===== src/rtl/neuron_mac_pkg.sv =====
// ---------------------------------------------------------------------------
// neuron_mac_pkg
// Shared definitions for the neuron multiply-accumulate block.
//   DATA_WIDTH  : default signed activation / weight width
//   satMax()    : largest positive value of a signed number of given width
//   satMin()    : most negative value (as a bit pattern) of the same width
//   macState_e  : accumulate / bias-add FSM states
// ---------------------------------------------------------------------------
package neuron_mac_pkg;

    localparam int unsigned DATA_WIDTH = 16;

    // Saturation limits are returned 64 bits wide; callers slice off the
    // low 'width' bits, which gives 0x7F..F and 0x80..0 respectively.
    function automatic logic [63:0] satMax(input int unsigned width);
        return (64'd1 << (width - 1)) - 64'd1;
    endfunction

    function automatic logic [63:0] satMin(input int unsigned width);
        return 64'd1 << (width - 1);
    endfunction

    typedef enum logic {
        ST_ACCUM = 1'b0,
        ST_BIAS  = 1'b1
    } macState_e;

endpackage


===== src/rtl/neuron_mac_sat_adder.sv =====
// ---------------------------------------------------------------------------
// sat_adder
// Combinational signed adder that clamps to the representable range instead
// of wrapping.
//   a_i, b_i : signed operands, width bits
//   sum_o    : saturated signed sum, width bits
// ---------------------------------------------------------------------------
module sat_adder
    import neuron_mac_pkg::*;
#(
    parameter int unsigned width = 32
) (
    input  logic signed [width-1:0] a_i,
    input  logic signed [width-1:0] b_i,
    output logic signed [width-1:0] sum_o
);

    localparam logic [63:0]       MAX_WIDE = satMax(width);
    localparam logic [63:0]       MIN_WIDE = satMin(width);
    localparam logic [width-1:0] SAT_MAX  = MAX_WIDE[width-1:0];
    localparam logic [width-1:0] SAT_MIN  = MIN_WIDE[width-1:0];

    logic signed [width-1:0] rawSum;
    logic                     posOverflow;
    logic                     negOverflow;

    assign rawSum = a_i + b_i;

    // Overflow is only possible when both operands share a sign and the
    // wrapped result comes out with the opposite sign.
    assign posOverflow = ~a_i[width-1] & ~b_i[width-1] &  rawSum[width-1];
    assign negOverflow =  a_i[width-1] &  b_i[width-1] & ~rawSum[width-1];

    always_comb begin
        sum_o = rawSum;
        if (posOverflow) begin
            sum_o = SAT_MAX;
        end else if (negOverflow) begin
            sum_o = SAT_MIN;
        end
    end

endmodule


===== src/rtl/neuron_mac.sv =====
// ---------------------------------------------------------------------------
// neuron_mac
// One neuron: multiplies a stream of signed activations by weights fetched
// from an external registered memory, accumulates with saturation, then adds
// a bias and presents the saturated result with a one-cycle valid pulse.
//   clk, rst      : clock and synchronous active-high reset
//   myinput       : signed activation, qualified by myinputValid
//   ren, radd     : weight memory read strobe and address
//   wout          : weight data, arrives one cycle after ren
//   bias          : signed bias, sampled during the BIAS cycle
//   out, outvalid : saturated neuron sum and its update pulse
// numWeight must be at least 2 so the last product of one vector can never
// land in the same cycle as the BIAS state.
// ---------------------------------------------------------------------------
module neuron_mac
    import neuron_mac_pkg::*;
#(
    parameter int numWeight    = 784,
    parameter int addressWidth = 10,
    parameter int dataWidth    = DATA_WIDTH
) (
    input  logic                            clk,
    input  logic                            rst,
    input  logic signed [dataWidth-1:0]     myinput,
    input  logic                            myinputValid,
    output logic                            ren,
    output logic        [addressWidth-1:0]  radd,
    input  logic signed [dataWidth-1:0]     wout,
    input  logic signed [2*dataWidth-1:0]   bias,
    output logic signed [2*dataWidth-1:0]   out,
    output logic                            outvalid
);

    localparam int ACC_WIDTH = 2 * dataWidth;
    localparam int CNT_WIDTH = $clog2(numWeight + 1);
    localparam logic [addressWidth-1:0] LAST_ADDR = addressWidth'(numWeight - 1);
    localparam logic [CNT_WIDTH-1:0]    LAST_CNT  = CNT_WIDTH'(numWeight - 1);

    logic        [addressWidth-1:0] rcnt_q, rcnt_d;
    logic signed [dataWidth-1:0]    myinputD_q;
    logic                           inputValidD_q;
    logic signed [ACC_WIDTH-1:0]    mul_q;
    logic                           mulValid_q;
    logic signed [ACC_WIDTH-1:0]    sum_q, sum_d;
    logic        [CNT_WIDTH-1:0]    accCnt_q, accCnt_d;
    macState_e                      state_q, state_d;
    logic signed [ACC_WIDTH-1:0]    out_q, out_d;
    logic                           outvalid_q, outvalid_d;

    logic signed [ACC_WIDTH-1:0]    inputExt;
    logic signed [ACC_WIDTH-1:0]    weightExt;
    logic signed [ACC_WIDTH-1:0]    product;
    logic signed [ACC_WIDTH-1:0]    accSum;
    logic signed [ACC_WIDTH-1:0]    biasSum;

    // The read strobe is a straight wire so the memory sees the request in
    // the same cycle as the activation; reads issued in reset are harmless
    // because every pipeline stage is cleared anyway.
    assign ren      = myinputValid;
    assign radd     = rcnt_q;
    assign out      = out_q;
    assign outvalid = outvalid_q;

    // Operands are sign-extended to the accumulator width before the
    // multiply so the full-precision product is kept.
    assign inputExt  = ACC_WIDTH'(myinputD_q);
    assign weightExt = ACC_WIDTH'(wout);
    assign product   = inputExt * weightExt;

    sat_adder #(
        .width (ACC_WIDTH)
    ) u_accAdder (
        .a_i   (sum_q),
        .b_i   (mul_q),
        .sum_o (accSum)
    );

    sat_adder #(
        .width (ACC_WIDTH)
    ) u_biasAdder (
        .a_i   (sum_q),
        .b_i   (bias),
        .sum_o (biasSum)
    );

    // Read address walks through the weight table once per valid input and
    // wraps so the next vector starts again at weight 0.
    always_comb begin
        rcnt_d = rcnt_q;
        if (myinputValid) begin
            if (rcnt_q == LAST_ADDR) begin
                rcnt_d = '0;
            end else begin
                rcnt_d = rcnt_q + addressWidth'(1);
            end
        end
    end

    // Accumulate / bias FSM. In BIAS the finished sum is combined with the
    // bias, and the accumulator is reseeded with any product of the next
    // vector that is already in flight, so vectors can run back to back.
    always_comb begin
        state_d    = state_q;
        sum_d      = sum_q;
        accCnt_d   = accCnt_q;
        out_d      = out_q;
        outvalid_d = 1'b0;

        case (state_q)
            ST_ACCUM: begin
                if (mulValid_q) begin
                    sum_d = accSum;
                    if (accCnt_q == LAST_CNT) begin
                        accCnt_d = '0;
                        state_d  = ST_BIAS;
                    end else begin
                        accCnt_d = accCnt_q + CNT_WIDTH'(1);
                    end
                end
            end

            ST_BIAS: begin
                out_d      = biasSum;
                outvalid_d = 1'b1;
                state_d    = ST_ACCUM;
                if (mulValid_q) begin
                    sum_d    = mul_q;
                    accCnt_d = CNT_WIDTH'(1);
                end else begin
                    sum_d    = '0;
                    accCnt_d = '0;
                end
            end

            default: begin
                state_d = ST_ACCUM;
            end
        endcase
    end

    // All state: the activation delay stage lines myinput up with the
    // registered weight, then the product register feeds the accumulator.
    always_ff @(posedge clk) begin
        if (rst) begin
            rcnt_q        <= '0;
            myinputD_q    <= '0;
            inputValidD_q <= 1'b0;
            mul_q         <= '0;
            mulValid_q    <= 1'b0;
            sum_q         <= '0;
            accCnt_q      <= '0;
            state_q       <= ST_ACCUM;
            out_q         <= '0;
            outvalid_q    <= 1'b0;
        end else begin
            rcnt_q        <= rcnt_d;
            myinputD_q    <= myinput;
            inputValidD_q <= myinputValid;
            mul_q         <= product;
            mulValid_q    <= inputValidD_q;
            sum_q         <= sum_d;
            accCnt_q      <= accCnt_d;
            state_q       <= state_d;
            out_q         <= out_d;
            outvalid_q    <= outvalid_d;
        end
    end

endmodule


===== config.mk =====
export PLATFORM = sky130hd
export DESIGN_NAME = neuron_mac
export DESIGN_NICKNAME = d
export VERILOG_FILES = /design/src/rtl/neuron_mac_pkg.sv /design/src/rtl/neuron_mac_sat_adder.sv /design/src/rtl/neuron_mac.sv
export SDC_FILE = /design/constraint.sdc
export NUM_CORES = 1
export LEC_CHECK = 0
export ABC_AREA = 1
export ABC_CLOCK_PERIOD_IN_PS = 13050
export BUFFER_PORTS_ARGS = -buffer_cell sky130_fd_sc_hd__buf_4
export CAP_MARGIN = 20
export CELL_PAD_IN_SITES_DETAIL_PLACEMENT = 0
export CELL_PAD_IN_SITES_GLOBAL_PLACEMENT = 1
export CORE_UTILIZATION = 45
export CTS_BUF_LIST = sky130_fd_sc_hd__clkbuf_8 sky130_fd_sc_hd__clkbuf_16
export CTS_CLUSTER_SIZE = 40
export DETAILED_ROUTE_END_ITERATION = 6
export PLACE_DENSITY_LB_ADDON = 0.15
export SETUP_SLACK_MARGIN = 0.15
export SLEW_MARGIN = 15
export SYNTH_ARGS = -nofsm -noshare
export SYNTH_HDL_FRONTEND = slang
export SYNTH_SLANG_ARGS = --single-unit

===== constraint.sdc =====
create_clock -name clk -period 13.05 [get_ports clk]
set_input_delay 2.61 -clock clk [delete_from_list [all_inputs] [get_ports clk]]
set_output_delay 2.61 -clock clk [all_outputs]
set_load 0.01 [all_outputs]

==> results of run 1 <==
-- final timing paths --
kind,startpoint,endpoint,slack [ns],cells after the start
min reg2reg,inputValidD_q$_SDFF_PP0_,mulValid_q$_SDFF_PP0_,0.40,2
min,inputValidD_q$_SDFF_PP0_,mulValid_q$_SDFF_PP0_,0.40,2
max,wout[1],mul_q[31]$_SDFF_PP0_,5.32,19
max reg2reg,myinputD_q[7]$_SDFF_PP0_,mul_q[24]$_SDFF_PP0_,6.81,21
-- Yosys cell counts, drive strengths merged (3+ instances only) --
master	count
buf	14
nand2	735
o221ai	3
and2	8
inv	647
nor2	229
o21ai	110
o21a	12
or2	9
o211ai	12
nand3	97
dfxtp	136
a21boi	4
fa	266
a21o	12
ha	150
clkbuf	75
o21bai	6
xor2	6
nor3	23
xnor2	10
nor3b	4
nand4	20
nor4	3
a31oi	7
a21oi	205
-- registers in the layout (all words and copies together), names as in the netlist, 10 cells and up --
register / count
mul_q: 32
out: 32
sum_q: 32
myinputD_q: 16
accCnt_q: 10
radd: 10
-- cells in the final DEF (no fill, tap or decap), types with 2 or more instances in the layout --
master                        n
sky130_fd_sc_hd__xnor2_1     10
sky130_fd_sc_hd__nor4_1       3
sky130_fd_sc_hd__a21oi_1    200
sky130_fd_sc_hd__a21boi_0     2
sky130_fd_sc_hd__ha_1       150
sky130_fd_sc_hd__nor2_1     219
sky130_fd_sc_hd__buf_4      119
sky130_fd_sc_hd__o221ai_1     3
sky130_fd_sc_hd__nand4_1     20
sky130_fd_sc_hd__inv_6        5
sky130_fd_sc_hd__xor2_1       6
sky130_fd_sc_hd__nor2_2       9
sky130_fd_sc_hd__o21ai_1      9
sky130_fd_sc_hd__clkbuf_16   17
sky130_fd_sc_hd__a21oi_2      5
sky130_fd_sc_hd__nor3b_1      4
sky130_fd_sc_hd__or2_2        8
sky130_fd_sc_hd__and2_1       8
sky130_fd_sc_hd__fa_1       266
sky130_fd_sc_hd__nor3_2       8
sky130_fd_sc_hd__nand3_2      3
sky130_fd_sc_hd__o21a_1      12
sky130_fd_sc_hd__nand2_2     10
sky130_fd_sc_hd__a31oi_1      7
sky130_fd_sc_hd__inv_1      640
sky130_fd_sc_hd__nor3_1      15
sky130_fd_sc_hd__nand2_1    725
sky130_fd_sc_hd__o21ai_0     97
sky130_fd_sc_hd__o21bai_1     5
sky130_fd_sc_hd__inv_8        6
sky130_fd_sc_hd__a21o_1      12
sky130_fd_sc_hd__dfxtp_1    136
sky130_fd_sc_hd__o211ai_1    12
sky130_fd_sc_hd__a21boi_2     2
sky130_fd_sc_hd__o21ai_2      4
sky130_fd_sc_hd__and3_1       2
sky130_fd_sc_hd__nand3_1     94
sky130_fd_sc_hd__clkinv_8     3
sky130_fd_sc_hd__inv_2        7
-- report_power, final --
part	total, mW	switching, mW	internal (mW)
registers	0.547	0.0688	0.478
clock network	0.494	0.236	0.258
logic	2.81	1.81	0.998
-- cell type report --
| class | instances | area [um2] |
|---|---|---|
| clock buffer | 17 | 425 |
| clock inverter | 15 | 168 |
| fill | 4479 | 21500 |
| inverter | 648 | 2430 |
| multi-input combinational | 1939 | 14100 |
| sequential | 136 | 2720 |
| tap | 585 | 732 |
| timing repair buffer | 119 | 893 |
-- per-layer routing --
layer | GRT usage (%) | routed length, um | part of all wire [%] | vias up
met2 | 45.6 | 27000 | 47 | 428
met3 | 2.99 | 2440 | 4.3 | 80
met5 | 0 | 0 | 0 | -
met4 | 9.30 | 1610 | 2.8 | 0
li1 | - | - | - | 8592
met1 | 34.6 | 25800 | 45 | 8195
-- critical path, stage by stage --
cell and delay (ns):
sky130_fd_sc_hd__buf_4 0.17, sky130_fd_sc_hd__nand2_1 0.12, sky130_fd_sc_hd__inv_1 0.11, sky130_fd_sc_hd__fa_1 0.61, sky130_fd_sc_hd__fa_1 0.79, sky130_fd_sc_hd__inv_1 0.12
sky130_fd_sc_hd__fa_1 0.51, sky130_fd_sc_hd__fa_1 0.58, sky130_fd_sc_hd__fa_1 0.45, sky130_fd_sc_hd__fa_1 0.49, sky130_fd_sc_hd__inv_1 0.04, sky130_fd_sc_hd__ha_1 0.39
sky130_fd_sc_hd__nand2_1 0.13, sky130_fd_sc_hd__nor3_1 0.37, sky130_fd_sc_hd__nand4_1 0.20, sky130_fd_sc_hd__nand2_1 0.18, sky130_fd_sc_hd__nand2_1 0.07, sky130_fd_sc_hd__nand2_1 0.07
sky130_fd_sc_hd__nor2_1 0.06
-- cell families after synthesis --
logic type	after synthesis	share of synthesized area, %
and+or+nand+nor	1131	23.6
buffers and inverters	737	14.2
adders and majority gates	416	36.8
AOI/OAI and AO/OA	376	10.7
DFF	136	13.9
xor gates and xnor gates	16	0.716
-- metrics by stage --
step	util [%]	cells	instance area [um2]	worst slack [ns]	power [mW]
2_1_floorplan	-	2812	19600	5.26	2.58
3_3_place_gp	48.5	3427	20800	4.94	3.30
3_5_place_dp	48.5	3427	20800	4.89	3.33
4_1_cts	49.9	3459	21400	5.37	3.85
5_1_grt	49.9	3459	21400	5.12	4.26
6_report	49.9	3459	21400	5.32	3.85
==> impl_metrics.tcl, run 1 <==
set metrics [dict create \
    drtIter0Drc 1056 \
    synth_largest_area_cell "sky130_fd_sc_hd__fa_1" \
    drive_above_1_share_pct 7.31 \
    setup_total_negative_slack_ns 0 \
    hold_slack_ns 0.403 \
    number_of_iterations_in_the_first_detailed_routing_pass 7 \
    die-area_um2 44300 \
    via_count_of_the_first_global_routing_pass 17417 \
    netlist_area_um2 19600 \
    fin_skew_ns 0.0139 \
    detail-route-antenna-nets 0 \
    layout_overhead_on_the_synthesized_area_pct 9.58 \
    initial_core_util_pct 45.5 \
    worst_ep_arrival_time_ns 8.08 \
    clk_path_buf_depth 2 \
    num_vias 17295 \
    chipHeight_um 210 \
    netlist-cell-type-count 49 \
    critical_path_class "primary input to register" \
    crit_path_max_fanout 16 \
    failed_checks "DRC" \
    number_of_antenna_violations_at_the_first_check_in_global_routing 0 \
    post_cts.resized_instances 0 \
    clock_sinks 136 \
    netlist_instances 2812 \
    avgSynthCellArea_um2 6.96 \
    clock_tree.htree_level_count 4 \
    maxSlewViolCount 0 \
    cts_tree "yes" \
    avgRoutedWirePerCell_um 16.4 \
    max_clock_freq_ghz 0.129 \
    vias_per_cell 5.00 \
    timing.max_cap.violations 0 \
    port_buffers 110 \
    grt_pass1_wl_um 91600 \
    clkLatencyLatePin_ns 0.46 \
    ys_seq_area_share_pct 13.9 \
    rsz0062_at_grt "no" \
    final_net_count 3344 \
    core_um2 43000 \
    clk_root_buffer_cell "sky130_fd_sc_hd__clkbuf_16" \
    post-route-drc-count 1 \
    io_pins 111 \
    setup.worst_path.start_class "primary input" \
    report.final.hold_viol_count 0 \
    num_antenna_cells 0 \
    gp_congestion 0.969 \
    timing_worst_slew_pin_value_ns 1.05 \
    post-synth-top-area-fraction_pct 27.2 \
    finalSetupViolCount 0 \
    cts_hold_repair.buffers 0 \
    post_cts_buffers 0 \
    total_number_of_placement_rows 76 \
    syn-num-nets 3295 \
    synthTopCellsByArea "sky130_fd_sc_hd__fa_1, sky130_fd_sc_hd__dfxtp_1, sky130_fd_sc_hd__nand2_1, sky130_fd_sc_hd__inv_1, sky130_fd_sc_hd__ha_1" \
    most_frequently_used_flop_master_after_synthesis "sky130_fd_sc_hd__dfxtp_1" \
    asyncSetResetFlopFracSynth_pct 0 \
    grt_max_degree 70 \
    synth_enable_flop_cells 0 \
    clk_transition_reported_paths_ns 0.07 \
    end_kind "register" \
    yosysWarnings 0 \
    slew-limit-headroom_pct 29.4 \
    static-leakage-power_nw 11.9 \
    outcome "complete, but fails checks" \
    fin_crit_ns 7.73 \
    global_route.overflow_total 0 \
    synth-seq-cells 136 \
    min_path_type "register to register" \
    worst_ep_required_time_ns 13.39 \
    groute.usage.overall_pct 26.5 \
    detail_route.wirelength_um 56900 \
    power_per_cell_area_nw_per_um2 180 \
    post-dp-hpwl_um 47200 \
    cts_made_buffers 17 \
    min_period_over_period_pct 59.3 \
    peakVddDrop_mv 0.127 \
    die_width_um 210 \
]
No activity file was read; power rests on OpenSTA's default activity.
==> run 2: changes to the inputs <==
--- a/config.mk
+++ b/config.mk
@@ -5,13 +5,13 @@
 export SDC_FILE = /design/constraint.sdc
 export NUM_CORES = 1
 export LEC_CHECK = 0
-export ABC_AREA = 1
-export ABC_CLOCK_PERIOD_IN_PS = 13050
+export ABC_AREA = 0
+export ABC_CLOCK_PERIOD_IN_PS = 6400
 export BUFFER_PORTS_ARGS = -buffer_cell sky130_fd_sc_hd__buf_4
 export CAP_MARGIN = 20
 export CELL_PAD_IN_SITES_DETAIL_PLACEMENT = 0
 export CELL_PAD_IN_SITES_GLOBAL_PLACEMENT = 1
-export CORE_UTILIZATION = 45
+export CORE_UTILIZATION = 44
 export CTS_BUF_LIST = sky130_fd_sc_hd__clkbuf_8 sky130_fd_sc_hd__clkbuf_16
 export CTS_CLUSTER_SIZE = 40
 export DETAILED_ROUTE_END_ITERATION = 6
==> constraint.sdc (replaced) <==
create_clock -name clk -period 6.4 [get_ports clk]
set_input_delay 1.28 -clock clk [delete_from_list [all_inputs] [get_ports clk]]
set_output_delay 1.28 -clock clk [all_outputs]
set_load 0.01 [all_outputs]
==> run 2 against run 1 <==
Net effect: the flow still finishes with violations (DRC); count of clock-buffer cells in the layout rose by 3; clock skew fell by 0.0017 ns; synthesized area fell by 9.6%; synthesized cell count fell by 28%; global-route usage fell by 4.3 points; clock power rose by 120%; non-clock buffer count rose by 142; worst hold slack improved by 0.036 ns; worst setup slack got worse by 5.3 ns; first-iteration DRC count fell by 30%; routed wire length fell by 22%; critical path type unchanged.
==> impl_metrics.tcl, run 2 <==
set metrics [dict create \
    clkLatencyLatePin_ns 0.46 \
    seq_power_share_pct 12.3 \
    synthAdderAreaFrac_pct 40.8 \
    setup_total_negative_slack_ns 0 \
    number_of_antenna_violations_at_the_first_check_in_global_routing 0 \
    netlist_area_um2 17700 \
    setup.worst_path.start_class "primary input" \
    rsz0062_at_grt "yes" \
    fraction_of_the_mapped_netlist_area_in_compound_gates_pct 13.6 \
    most_frequent_cell_after_synthesis "sky130_fd_sc_hd__inv_1" \
    synth_enable_flop_cells 0 \
    drive_above_1_share_pct 16.8 \
    detail-route-antenna-nets 0 \
    core_um2 39600 \
    fin_crit_ns 6.39 \
    port_buffers 110 \
    layout.cells.most_common "sky130_fd_sc_hd__inv_1" \
    synthTopCellsByArea "sky130_fd_sc_hd__fa_1, sky130_fd_sc_hd__dfxtp_1, sky130_fd_sc_hd__ha_1, sky130_fd_sc_hd__inv_1, sky130_fd_sc_hd__and2_1" \
    mostFrequentLayoutCells "sky130_fd_sc_hd__inv_1, sky130_fd_sc_hd__fa_1, sky130_fd_sc_hd__buf_4" \
    worst_ep_arrival_time_ns 6.79 \
    critical_path_class "primary input to register" \
    grt_pass1_wl_um 72800 \
    r2r_slack_ns 0.24 \
    post-dp-hpwl_um 35600 \
    timing.max_cap.violations 0 \
    crit_path_max_fanout 7 \
    most_frequently_used_flop_master_after_synthesis "sky130_fd_sc_hd__dfxtp_1" \
    peakVddDrop_mv 0.351 \
    num_antenna_cells 0 \
    maxSlewViolCount 0 \
    min-delay-start "inputValidD_q$_SDFF_PP0_" \
    synthMuxAreaShare_pct 0.113 \
    grt_max_degree 78 \
    worstPathBufferInverterCount 5 \
    clk_transition_reported_paths_ns 0.07 \
    post-route-drc-count 1 \
    power.combinational.fraction_pct 75.3 \
    global_route.overflow_total 0 \
    num_vias 13905 \
    clock_sinks 136 \
    r2r_startpoint "myinputD_q[9]$_SDFF_PP0_" \
    critical_path.slowest_cell "sky130_fd_sc_hd__fa_1" \
    avgSynthCellArea_um2 8.75 \
    finalSetupViolCount 0 \
    ys_seq_area_share_pct 15.4 \
    total_power_mw 8.81 \
    clk_root_buffer_cell "sky130_fd_sc_hd__clkbuf_16" \
    max_clock_freq_ghz 0.156 \
    cts_hold_repair.buffers 0 \
    power_per_cell_area_nw_per_um2 416 \
    total_number_of_placement_rows 73 \
    synth_largest_area_cell "sky130_fd_sc_hd__fa_1" \
    via_count_of_the_first_global_routing_pass 14174 \
    clkPwrFrac_pct 12.4 \
    netlist-cell-type-count 67 \
    min_period_over_period_pct 99.9 \
    drtIter0Drc 737 \
    dominant_combinational_cell_family_by_area_after_synthesis "adder cells" \
    crit-reg2reg-capture "mul_q[31]$_SDFF_PP0_" \
    synth_top_cells_by_count "sky130_fd_sc_hd__inv_1, sky130_fd_sc_hd__fa_1, sky130_fd_sc_hd__nand2_1" \
    final_net_count 2709 \
    io_pins 111 \
    hold_end "mulValid_q$_SDFF_PP0_" \
    avgRoutedWirePerCell_um 16.0 \
    fin_skew_ns 0.0122 \
    end_kind "register" \
    synth_simple_gate_area_share_pct 17.1 \
    slew-limit-headroom_pct 25.0 \
    cts_made_buffers 17 \
    worst_ep_required_time_ns 6.80 \
    synth-seq-cells 136 \
    vias_per_cell 5.03 \
    synthXorXnorAreaFrac_pct 4.41 \
    layout_overhead_on_the_synthesized_area_pct 19.9 \
    power_switching_mw 3.83 \
    groute.usage.overall_pct 22.3 \
    syn-num-nets 2503 \
    clock_tree.htree_level_count 4 \
    clk_path_buf_depth 2 \
    initial_core_util_pct 44.6 \
    static-leakage-power_nw 10.4 \
    switching_share_pct 43.5 \
    timing_worst_slew_pin_value_ns 1.12 \
    outcome "complete, but fails checks" \
    path_common_cell "sky130_fd_sc_hd__fa_1" \
    chipHeight_um 202 \
    number_of_iterations_in_the_first_detailed_routing_pass 7 \
    detail_route.wirelength_um 44200 \
    cellInternalPower_mw 4.98 \
    die-area_um2 41000 \
    gp_congestion 0.859 \
    die_width_um 202 \
    yosysWarnings 0 \
    min_delay_path_depth 1 \
    fillerInstances 3704 \
    min_path_type "register to register" \
    cts_tree "yes" \
    asyncSetResetFlopFracSynth_pct 0 \
    report.final.hold_viol_count 0 \
    max_stage_delay_ns 0.54 \
    netlist_instances 2020 \
    post-synth-top-area-fraction_pct 30.1 \
    crit_chain "buf_12, and2_4, fa_1, inv_2, fa_1, fa_1, inv_2, fa_1, fa_1, inv_1, fa_1, inv_2, ha_4, a21o_1, a21o_1, a21oi_2, o22ai_2, a211o_1, a221o_1, a2111o_1, o21ai_1" \
    failed_checks "DRC" \
    crit_family "adder cells" \
    worst_r2r_path_depth 20 \
]
[run 2: layout make-up]
type / instances / area [um2] / share of cell area [%]
sequential: 136 / 2720 / 12.9
clock inverter: 11 / 170 / 0.803
tap: 525 / 657 / 3.10
clock buffer: 20 / 467 / 2.20
timing repair buffer: 261 / 2140 / 10.1
inverter: 331 / 1240 / 5.86
multi-input combinational: 1479 / 13800 / 65.1
[run 2: stage by stage]
step	hold slack [ns]	util, %	cells	setup slack [ns]	instance area [um2]
after floorplan	0.414	-	2020	-0.290	17800
after global placement	0.433	50.5	2720	-0.489	20000
after detailed placement	0.435	50.5	2720	-0.561	20000
after CTS	0.444	52.4	2752	0.0513	20800
after global routing	0.450	53.4	2763	-0.198	21200
final	0.439	53.4	2763	0.00683	21200
[run 2: how the worst max path moves through the flow]
stage / startpoint / endpoint / slack, ns / depth (start not counted)
4_1_cts: wout[4] / mul_q[31]$_SDFF_PP0_ / 0.05 / 22
2_1_floorplan: wout[14] / mul_q[31]$_SDFF_PP0_ / -0.29 / 20
6_report: wout[4] / mul_q[31]$_SDFF_PP0_ / 0.007 / 21
3_5_place_dp: wout[15] / mul_q[31]$_SDFF_PP0_ / -0.56 / 21
5_1_grt: wout[1] / mul_q[31]$_SDFF_PP0_ / -0.20 / 21
3_3_place_gp: wout[15] / mul_q[31]$_SDFF_PP0_ / -0.49 / 21
[run 2: cell families (layout without fill, tap and decap cells)]
| group | Yosys count | after routing |
|---|---|---|
| XOR/XNOR | 89 | 89 |
| flip-flops | 136 | 136 |
| adder cells (fa/ha/maj) | 416 | 416 |
| multiplexers | 2 | 2 |
| AO/OA/AOI/OAI | 351 | 351 |
| AND/OR/NAND/NOR | 621 | 621 |
| buffers and inverters | 405 | 623 |
[run 2: metal layers]
layer  vias to the layer above  wire length [um]  GRT usage, %
met5                         -                 0             0
met3                        45              1380          2.93
met2                       230             20900          36.9
li1                       6934                 -             -
met1                      6696             21200          30.7
met4                         0               697          5.75
[run 2: power groups by stage]
stage                     Clock [mW]  Combinational, mW  Sequential, mW
after floorplan                    0               4.13            1.05
after CTS                       1.13               6.17            1.09
after detailed placement           0               6.06            1.10
after global placement             0               5.91            1.10
final                           1.09               6.63            1.09
after global routing            1.16               7.51            1.10
[run 2: timing repair]
action                                  4_1_cts  5_1_grt
pin swaps                                    23       68
buffers inserted                              1        9
endpoints found under the setup margin        9       14
cloned                                        0        2
gates resized for setup                      30       68
